===== config.mk =====
export PLATFORM = sky130hd
export DESIGN_NAME = flow_stream_controller
export DESIGN_NICKNAME = d
export VERILOG_FILES = /design/src/rtl/flow_stream_controller.sv
export SDC_FILE = /design/constraint.sdc
export NUM_CORES = 1
export LEC_CHECK = 0
export BUFFER_PORTS_ARGS = -buffer_cell sky130_fd_sc_hd__buf_2
export CAP_MARGIN = 20
export CORE_AREA = 2 2 322 324
export DETAILED_ROUTE_END_ITERATION = 6
export DIE_AREA = 0 0 324 326
export GPL_ROUTABILITY_DRIVEN = 0
export PLACE_DENSITY = 0.52
export SKIP_CTS_REPAIR_TIMING = 1
export SYNTH_ARGS = -nofsm -noshare
export SYNTH_HDL_FRONTEND = slang
export SYNTH_SLANG_ARGS = --single-unit

===== constraint.sdc =====
create_clock -name clk -period 11.5 [get_ports clk]
set_input_delay 2.3 -clock clk [delete_from_list [all_inputs] [get_ports clk]]
set_output_delay 2.3 -clock clk [all_outputs]
set_load 0.01 [all_outputs]

===== src/rtl/flow_stream_controller.sv =====
// Frame sequencer and output stage behind the flow solver: launches frames, tags vectors with
// raster position / last-of-frame, zeroes the window border and buffers into a FWFT FIFO.
module flow_stream_controller #(
    parameter int IMAGE_WIDTH     = 320,
    parameter int IMAGE_HEIGHT    = 240,
    parameter int FLOW_WIDTH      = 16,
    parameter int WINDOW_SIZE     = 5,
    parameter int FIFO_DEPTH      = 16,
    parameter int FRAME_CNT_WIDTH = 16,
    localparam int XW = $clog2(IMAGE_WIDTH),
    localparam int YW = $clog2(IMAGE_HEIGHT)
) (
    input  logic                       clk,
    input  logic                       rst_n,
    input  logic                       start,
    input  logic                       abort,
    input  logic                       continuous,
    input  logic [FRAME_CNT_WIDTH-1:0] num_frames,
    output logic                       frame_start,
    output logic                       busy,
    output logic                       done,
    output logic [FRAME_CNT_WIDTH-1:0] frame_count,
    output logic                       overflow,
    input  logic [FLOW_WIDTH-1:0]      in_flow_u,
    input  logic [FLOW_WIDTH-1:0]      in_flow_v,
    input  logic                       in_flow_valid,
    output logic [FLOW_WIDTH-1:0]      out_u,
    output logic [FLOW_WIDTH-1:0]      out_v,
    output logic [XW-1:0]              out_x,
    output logic [YW-1:0]              out_y,
    output logic                       out_border,
    output logic                       out_last,
    output logic                       out_valid,
    input  logic                       out_ready
);

    localparam int R  = WINDOW_SIZE / 2;
    localparam int AW = $clog2(FIFO_DEPTH);
    localparam int EW = 2 * FLOW_WIDTH + XW + YW + 2;

    localparam logic [XW-1:0] X_LO  = XW'(R);
    localparam logic [XW-1:0] X_HI  = XW'(IMAGE_WIDTH - R);
    localparam logic [XW-1:0] X_MAX = XW'(IMAGE_WIDTH - 1);
    localparam logic [YW-1:0] Y_LO  = YW'(R);
    localparam logic [YW-1:0] Y_HI  = YW'(IMAGE_HEIGHT - R);
    localparam logic [YW-1:0] Y_MAX = YW'(IMAGE_HEIGHT - 1);
    localparam logic [AW:0]   DEPTH_V = (AW + 1)'(FIFO_DEPTH);

    typedef enum logic [2:0] {
        S_IDLE,
        S_LAUNCH,
        S_RUN,
        S_DRAIN,
        S_DONE
    } state_t;

    state_t                     state;
    logic [XW-1:0]              x;
    logic [YW-1:0]              y;
    logic [FRAME_CNT_WIDTH-1:0] frames_target;
    logic [FRAME_CNT_WIDTH:0]   completed;

    logic [EW-1:0] mem [FIFO_DEPTH];
    logic [AW-1:0] wr_ptr;
    logic [AW-1:0] rd_ptr;
    logic [AW:0]   count;

    logic          push_req;
    logic          push;
    logic          pop;
    logic          full;
    logic          at_border;
    logic          at_last;
    logic [EW-1:0] wr_entry;
    logic [EW-1:0] rd_entry;

    assign full      = (count == DEPTH_V);
    assign out_valid = (count != '0);
    assign pop       = out_valid && out_ready;
    assign push_req  = (state == S_RUN) && in_flow_valid && !abort;
    // A full FIFO still takes a vector when the consumer frees a slot in the same cycle.
    assign push      = push_req && (!full || pop);

    assign at_border = (x < X_LO) || (x >= X_HI) || (y < Y_LO) || (y >= Y_HI);
    assign at_last   = (x == X_MAX) && (y == Y_MAX);
    assign completed = {1'b0, frame_count} + 1'b1;

    assign wr_entry = {at_border ? '0 : in_flow_u,
                       at_border ? '0 : in_flow_v,
                       x, y, at_border, at_last};

    assign rd_entry = out_valid ? mem[rd_ptr] : '0;
    assign {out_u, out_v, out_x, out_y, out_border, out_last} = rd_entry;

    always_ff @(posedge clk) begin
        if (push) begin
            mem[wr_ptr] <= wr_entry;
        end
    end

    always_ff @(posedge clk) begin
        if (!rst_n || abort) begin
            wr_ptr <= '0;
            rd_ptr <= '0;
            count  <= '0;
        end else begin
            if (push) begin
                wr_ptr <= wr_ptr + 1'b1;
            end
            if (pop) begin
                rd_ptr <= rd_ptr + 1'b1;
            end
            case ({push, pop})
                2'b10:   count <= count + 1'b1;
                2'b01:   count <= count - 1'b1;
                default: count <= count;
            endcase
        end
    end

    // Strobe outputs are registered alongside the state they belong to.
    always_ff @(posedge clk) begin
        if (!rst_n) begin
            state         <= S_IDLE;
            x             <= '0;
            y             <= '0;
            frames_target <= '0;
            frame_count   <= '0;
            overflow      <= 1'b0;
            frame_start   <= 1'b0;
            busy          <= 1'b0;
            done          <= 1'b0;
        end else begin
            frame_start <= 1'b0;
            done        <= 1'b0;
            if (push_req && !push) begin
                overflow <= 1'b1;
            end
            if (abort) begin
                state <= S_IDLE;
                busy  <= 1'b0;
            end else begin
                case (state)
                    S_IDLE: begin
                        if (start) begin
                            state         <= S_LAUNCH;
                            busy          <= 1'b1;
                            frame_start   <= 1'b1;
                            frame_count   <= '0;
                            overflow      <= 1'b0;
                            frames_target <= (num_frames == '0) ? FRAME_CNT_WIDTH'(1) : num_frames;
                        end
                    end
                    S_LAUNCH: begin
                        state <= S_RUN;
                        x     <= '0;
                        y     <= '0;
                    end
                    S_RUN: begin
                        // Position advances even for dropped vectors so the frame ends on count.
                        if (push_req) begin
                            if (at_last) begin
                                state <= S_DRAIN;
                            end else if (x == X_MAX) begin
                                x <= '0;
                                y <= y + 1'b1;
                            end else begin
                                x <= x + 1'b1;
                            end
                        end
                    end
                    S_DRAIN: begin
                        if (count == '0) begin
                            if (frame_count != '1) begin
                                frame_count <= frame_count + 1'b1;
                            end
                            if (continuous || (completed < {1'b0, frames_target})) begin
                                state       <= S_LAUNCH;
                                frame_start <= 1'b1;
                            end else begin
                                state <= S_DONE;
                                done  <= 1'b1;
                            end
                        end
                    end
                    S_DONE: begin
                        state <= S_IDLE;
                        busy  <= 1'b0;
                    end
                    default: begin
                        state <= S_IDLE;
                        busy  <= 1'b0;
                    end
                endcase
            end
        end
    end

endmodule


# Word-level counts from Yosys, hierarchy flattened
# Memories as Yosys holds them, arrays and structs flattened. A register that Yosys moved wholly into a read port is not among the register bits.
# Index checks and enable logic that the tools add are counted.
[totals]
regBits = 69
wordCells = 117
mem_count = 1
ram_bits = 816
[op_classes]
n_lt_le_gt_ge = 5
n_bitwise = 5
n_reduce_logical = 32
addsub = 8
eq_ne = 16
mux = 38
[memory_table]
columns = ["memory", "depth", "word_bits", "read_ports", "rd_clocked_by_memory_dff", "write_ports", "line_no", "text"]
rows = [
  ["mem", 16, 51, 1, 1, 1, "63", "logic [EW-1:0] mem [FIFO_DEPTH];"],
]
[op_table]
columns = ["operator", "count"]
rows = [
  ["$mux W16", 6],
  ["$mux W51", 1],
  ["$pmux W16 S2", 1],
  ["$mux W9", 3],
  ["$mux W8", 3],
  ["$pmux W9 S2", 1],
  ["$add A16 B1 Y17 const B", 1],
  ["$lt A17 B16 Y1", 1],
  ["$add A16 B1 Y16 const B", 1],
  ["$logic_not A16 Y1", 1],
  ["$ne A16 B16 Y1 const B", 1],
  ["$pmux W8 S2", 1],
  ["$mux W3", 5],
  ["$ne A2 B2 Y1 const B", 6],
  ["$pmux W3 S4", 1],
  ["$mux W1", 11],
  ["$pmux W5 S2", 1],
  ["$reduce_and A5 Y1", 2],
  ["$add A9 B1 Y9 const B", 1],
  ["$eq A9 B9 Y1 const B", 1],
  ["$ge A9 B9 Y1 const B", 1],
  ["$lt A9 B2 Y1 const B", 1],
  ["$add A4 B1 Y4 const B", 2],
  ["$add A8 B1 Y8 const B", 1],
  ["other kinds (27)", 50],
]

# Depth between registers and ports, before layout
[depth]
ltp_word = 10
depth_mapped = 13

# Least setup slack after synthesis
# No wires, ideal clock.
[synth_path]
kind = "input port to flip-flop"
startpoint = "input in_flow_valid"
endpoint = "memory mem[3][0] (netlist bit) (enable)"
t_required_ns = 10.978
arrival_ns = 6.483
n_path_buf = 1
setup_time_ns = 0.522
cell_stages = 5
slack_ns = 4.494
path_cell_list = "nor2b_1 -> o2111a_1 -> buf_2 -> nand2_1 -> nor3_1"
[synth_between]
elab_chain_len = 5
[synth_lines]
columns = ["element", "line_no", "text"]
rows = [
  ["start, declared", "26", "input logic in_flow_valid,"],
  ["$logic_and A1 B1 Y1 (2 in a row)", "80", "assign push_req = (state == S_RUN) && in_flow_valid && !abort;"],
  ["$logic_and A1 B1 Y1", "82", "assign push = push_req && (!full || pop);"],
  ["$mux W1", "96", "if (push) begin"],
  ["$mux W1 (not written as such)", "97", "mem[wr_ptr] <= wr_entry;"],
  ["end, declared", "63", ""],
]
# No other way between the ends.

==> reports/results.tsv <==
metric	value	unit
nets	1963	
hold_violations	0	
worst_ep_required_time	9.20	ns
fillers	9131	
core_area	0.103	mm^2
powerDensity	162	mW/mm^2
design.portCount	127	
route.detailed.vias_per_inst	5.14	
drc_violation_count_after_routing	0	
rows	118	
final-max-slew-violation-count	0	
synth_enable_flop_cells	816	
timing.critical_path.cells	buf_4, mux4_1, mux4_2, and2_1, buf_2	
synth_seq_area_share	0.731	
setup_viol	0	
core_utilization_of_the_finished_layout	0.398	
cts_htree_levels	3	
dp.cells	3164	
antenna_found_initial	2	
run_status	completed	
cts-root-buf	sky130_fd_sc_hd__clkbuf_16	
avgSynthCellArea	20.8	um^2
asyncSetResetFlopFracSynth	0	
clkSlewWorstSetupHoldPaths	0.06	ns
static-leakage-power	12.8	nW
clock_insertion_delay_worst_skew	0.65	ns
global_route.usage.total	0.157	
die_width	324	um
antenna_left	0	
synth_flop_cell	sky130_fd_sc_hd__edfxtp_1	
worst_setup_path_start_kind	flop	
critical_path.max_fanout	50	
grt_first_pass_wirelength	121	mm
drt_first_iter_violations	1349	
clock_tree.buffer_depth	3	
max_cap_viol_count	0	
num_antenna_cells	0	
layout_worst_path_cycle_share	0.532	
port_buffers	126	
route.vias.total	17200	
final_layout_size_suffix_gt1_frac	0.268	
areaGrowthSynthToFinish	14.9	%
worst_setup_path_end_kind	output port	
criticalPathCategory	reg -> out	
worstPathArrival	3.82	ns
slew-limit-headroom	0.235	
multiInputGateArea	0.00901	mm^2
worst_path_max_delay_cell	sky130_fd_sc_hd__buf_4	
yosys_register_bits	889	
synth.lib_cells_used.distinct	64	
hpwl	41.2	mm
cts_tree	yes	
rsz_0062_raised_after_global_routing	no	
critical_path.max_stage_delay	0.85	ns
period_needed	6.12	ns
fp.dieH	326	um
yosys.area.top_type	sky130_fd_sc_hd__edfxtp_1	
route.detailed.wl_per_inst	24.7	um
grt_max_degree	166	
cts.sinks	889	
clock_skew	0.0220	ns
vdd.ir_drop.worst	0.000103	V
min-delay-path-class	reg -> reg	
dr.pass1.iters	5	
floorplan.die_area	0.106	mm^2
regArea	0.0260	mm^2
share_of_yosys_cell_area_claimed_by_the_top_area_cell_type	0.690	
synth.top_cells.by_area	sky130_fd_sc_hd__edfxtp_1 (69%), sky130_fd_sc_hd__mux4_2 (12%), sky130_fd_sc_hd__mux4_1 (4.7%)	
maxClockFrequency	163	MHz
grt_overflow	0	
ys_top_cells_by_count	sky130_fd_sc_hd__edfxtp_1 (816), sky130_fd_sc_hd__mux4_2 (191), sky130_fd_sc_hd__and2_1 (91)	
final.setup.tns	0	ns
number_of_global_route_vias_before_repair	17900	
layout.cells.non_filler	3335	
slew_at_the_pin_closest_to_its_max_slew_limit	1.15	ns
yosys_warnings	0	
syn_area	0.0355	mm^2
routed_wirelength	82.5	mm
mappedNetlistNets	1791	
synth_most_common_cell	sky130_fd_sc_hd__edfxtp_1	
cts_made_buffers	95	
fin_total_pwr	0.00661	W
start_util	0.346	
synth_cells	1709	
## cell type report
class                   count  share of cell area
clock buffers             112              0.0608
flip-flops and latches    889               0.637
repair buffers            156              0.0213
well taps                1380              0.0423
inverters                  29             0.00267
multi-input cells         710               0.221
clock inverters            59              0.0156
## worst paths after layout
check | start | to | slack [ns] | cells after the start
min reg2reg | frames_target[4]$_SDFFE_PN0P_ | frames_target[4]$_SDFFE_PN0P_ | 0.48 | 1
min | frames_target[4]$_SDFFE_PN0P_ | frames_target[4]$_SDFFE_PN0P_ | 0.48 | 1
max reg2reg | state[0]$_SDFFE_PP0P_ | mem[7][4]$_DFFE_PP_ | 8.19 | 5
max | flop | out_v[6] | 5.38 | 5
## critical path, delay by kind of cell (launching register included)
family / cells / cell delay [ns]
buffers and inverters: 2 / 0.98
flip-flops: 1 / 0.76
multiplexers: 2 / 1.17
AND/OR/NAND/NOR: 1 / 0.18
## kinds of logic after synthesis
kind of cell / share of synthesized area
fa+ha+maj: 0.00972
simple gates: 0.0423
flops: 0.731
buf+inv: 0.0190
xor+xnor: 0.00690
compound gates: 0.0206
mux: 0.171
## placed cells by master (no fill, tap or decap), types with 11 or more instances in the layout
master,n
sky130_fd_sc_hd__inv_1,28
sky130_fd_sc_hd__a31oi_1,13
sky130_fd_sc_hd__clkinv_1,17
sky130_fd_sc_hd__buf_2,126
sky130_fd_sc_hd__nor2_4,12
sky130_fd_sc_hd__xor2_1,15
sky130_fd_sc_hd__o21ai_0,18
sky130_fd_sc_hd__buf_4,29
sky130_fd_sc_hd__nor2_1,51
sky130_fd_sc_hd__a21oi_1,33
sky130_fd_sc_hd__nand2_1,29
sky130_fd_sc_hd__clkbuf_1,15
sky130_fd_sc_hd__a22o_1,14
sky130_fd_sc_hd__nor3_1,13
sky130_fd_sc_hd__nand3_1,19
sky130_fd_sc_hd__mux4_1,64
sky130_fd_sc_hd__mux4_2,191
sky130_fd_sc_hd__clkinv_2,15
sky130_fd_sc_hd__and2_1,91
sky130_fd_sc_hd__ha_1,26
sky130_fd_sc_hd__edfxtp_1,816
sky130_fd_sc_hd__nand4_1,11
sky130_fd_sc_hd__bufinv_16,12
sky130_fd_sc_hd__xnor2_1,13
sky130_fd_sc_hd__clkbuf_16,97
sky130_fd_sc_hd__dfxtp_1,69
## layer usage
metal	up-vias	wire (um)	GRT usage
met2	403	41300	0.263
met1	9214	36200	0.214
li1	7443	-	-
met5	-	13	0
met3	94	3660	0.0252
met4	2	1290	0.0371
## flip-flops by register name, summed over array words and instances (netlist names), 3 cells and up, named ones only
signal         flops
frame_count       16
mem              816
count              5
x                  9
y                  8
frames_target     16
wr_ptr             4
rd_ptr             4
state              3
## per-stage QoR
step | hold slack, ns | area [um^2] | setup slack [ns]
after floorplan | 0.449 | 35500 | 4.49
after global placement | 0.471 | 37700 | 5.92
after detailed placement | 0.470 | 37700 | 5.91
after CTS | 0.484 | 40800 | 5.19
after global routing | 0.504 | 40800 | 5.10
final | 0.480 | 40800 | 5.38
## power by group
part           internal (W)  total [W]  switching (W)
clock network       0.00181    0.00306        0.00125
logic             0.0000269  0.0000627      0.0000358
registers           0.00348    0.00348     0.00000400
Power figures use the tool's default switching activity.
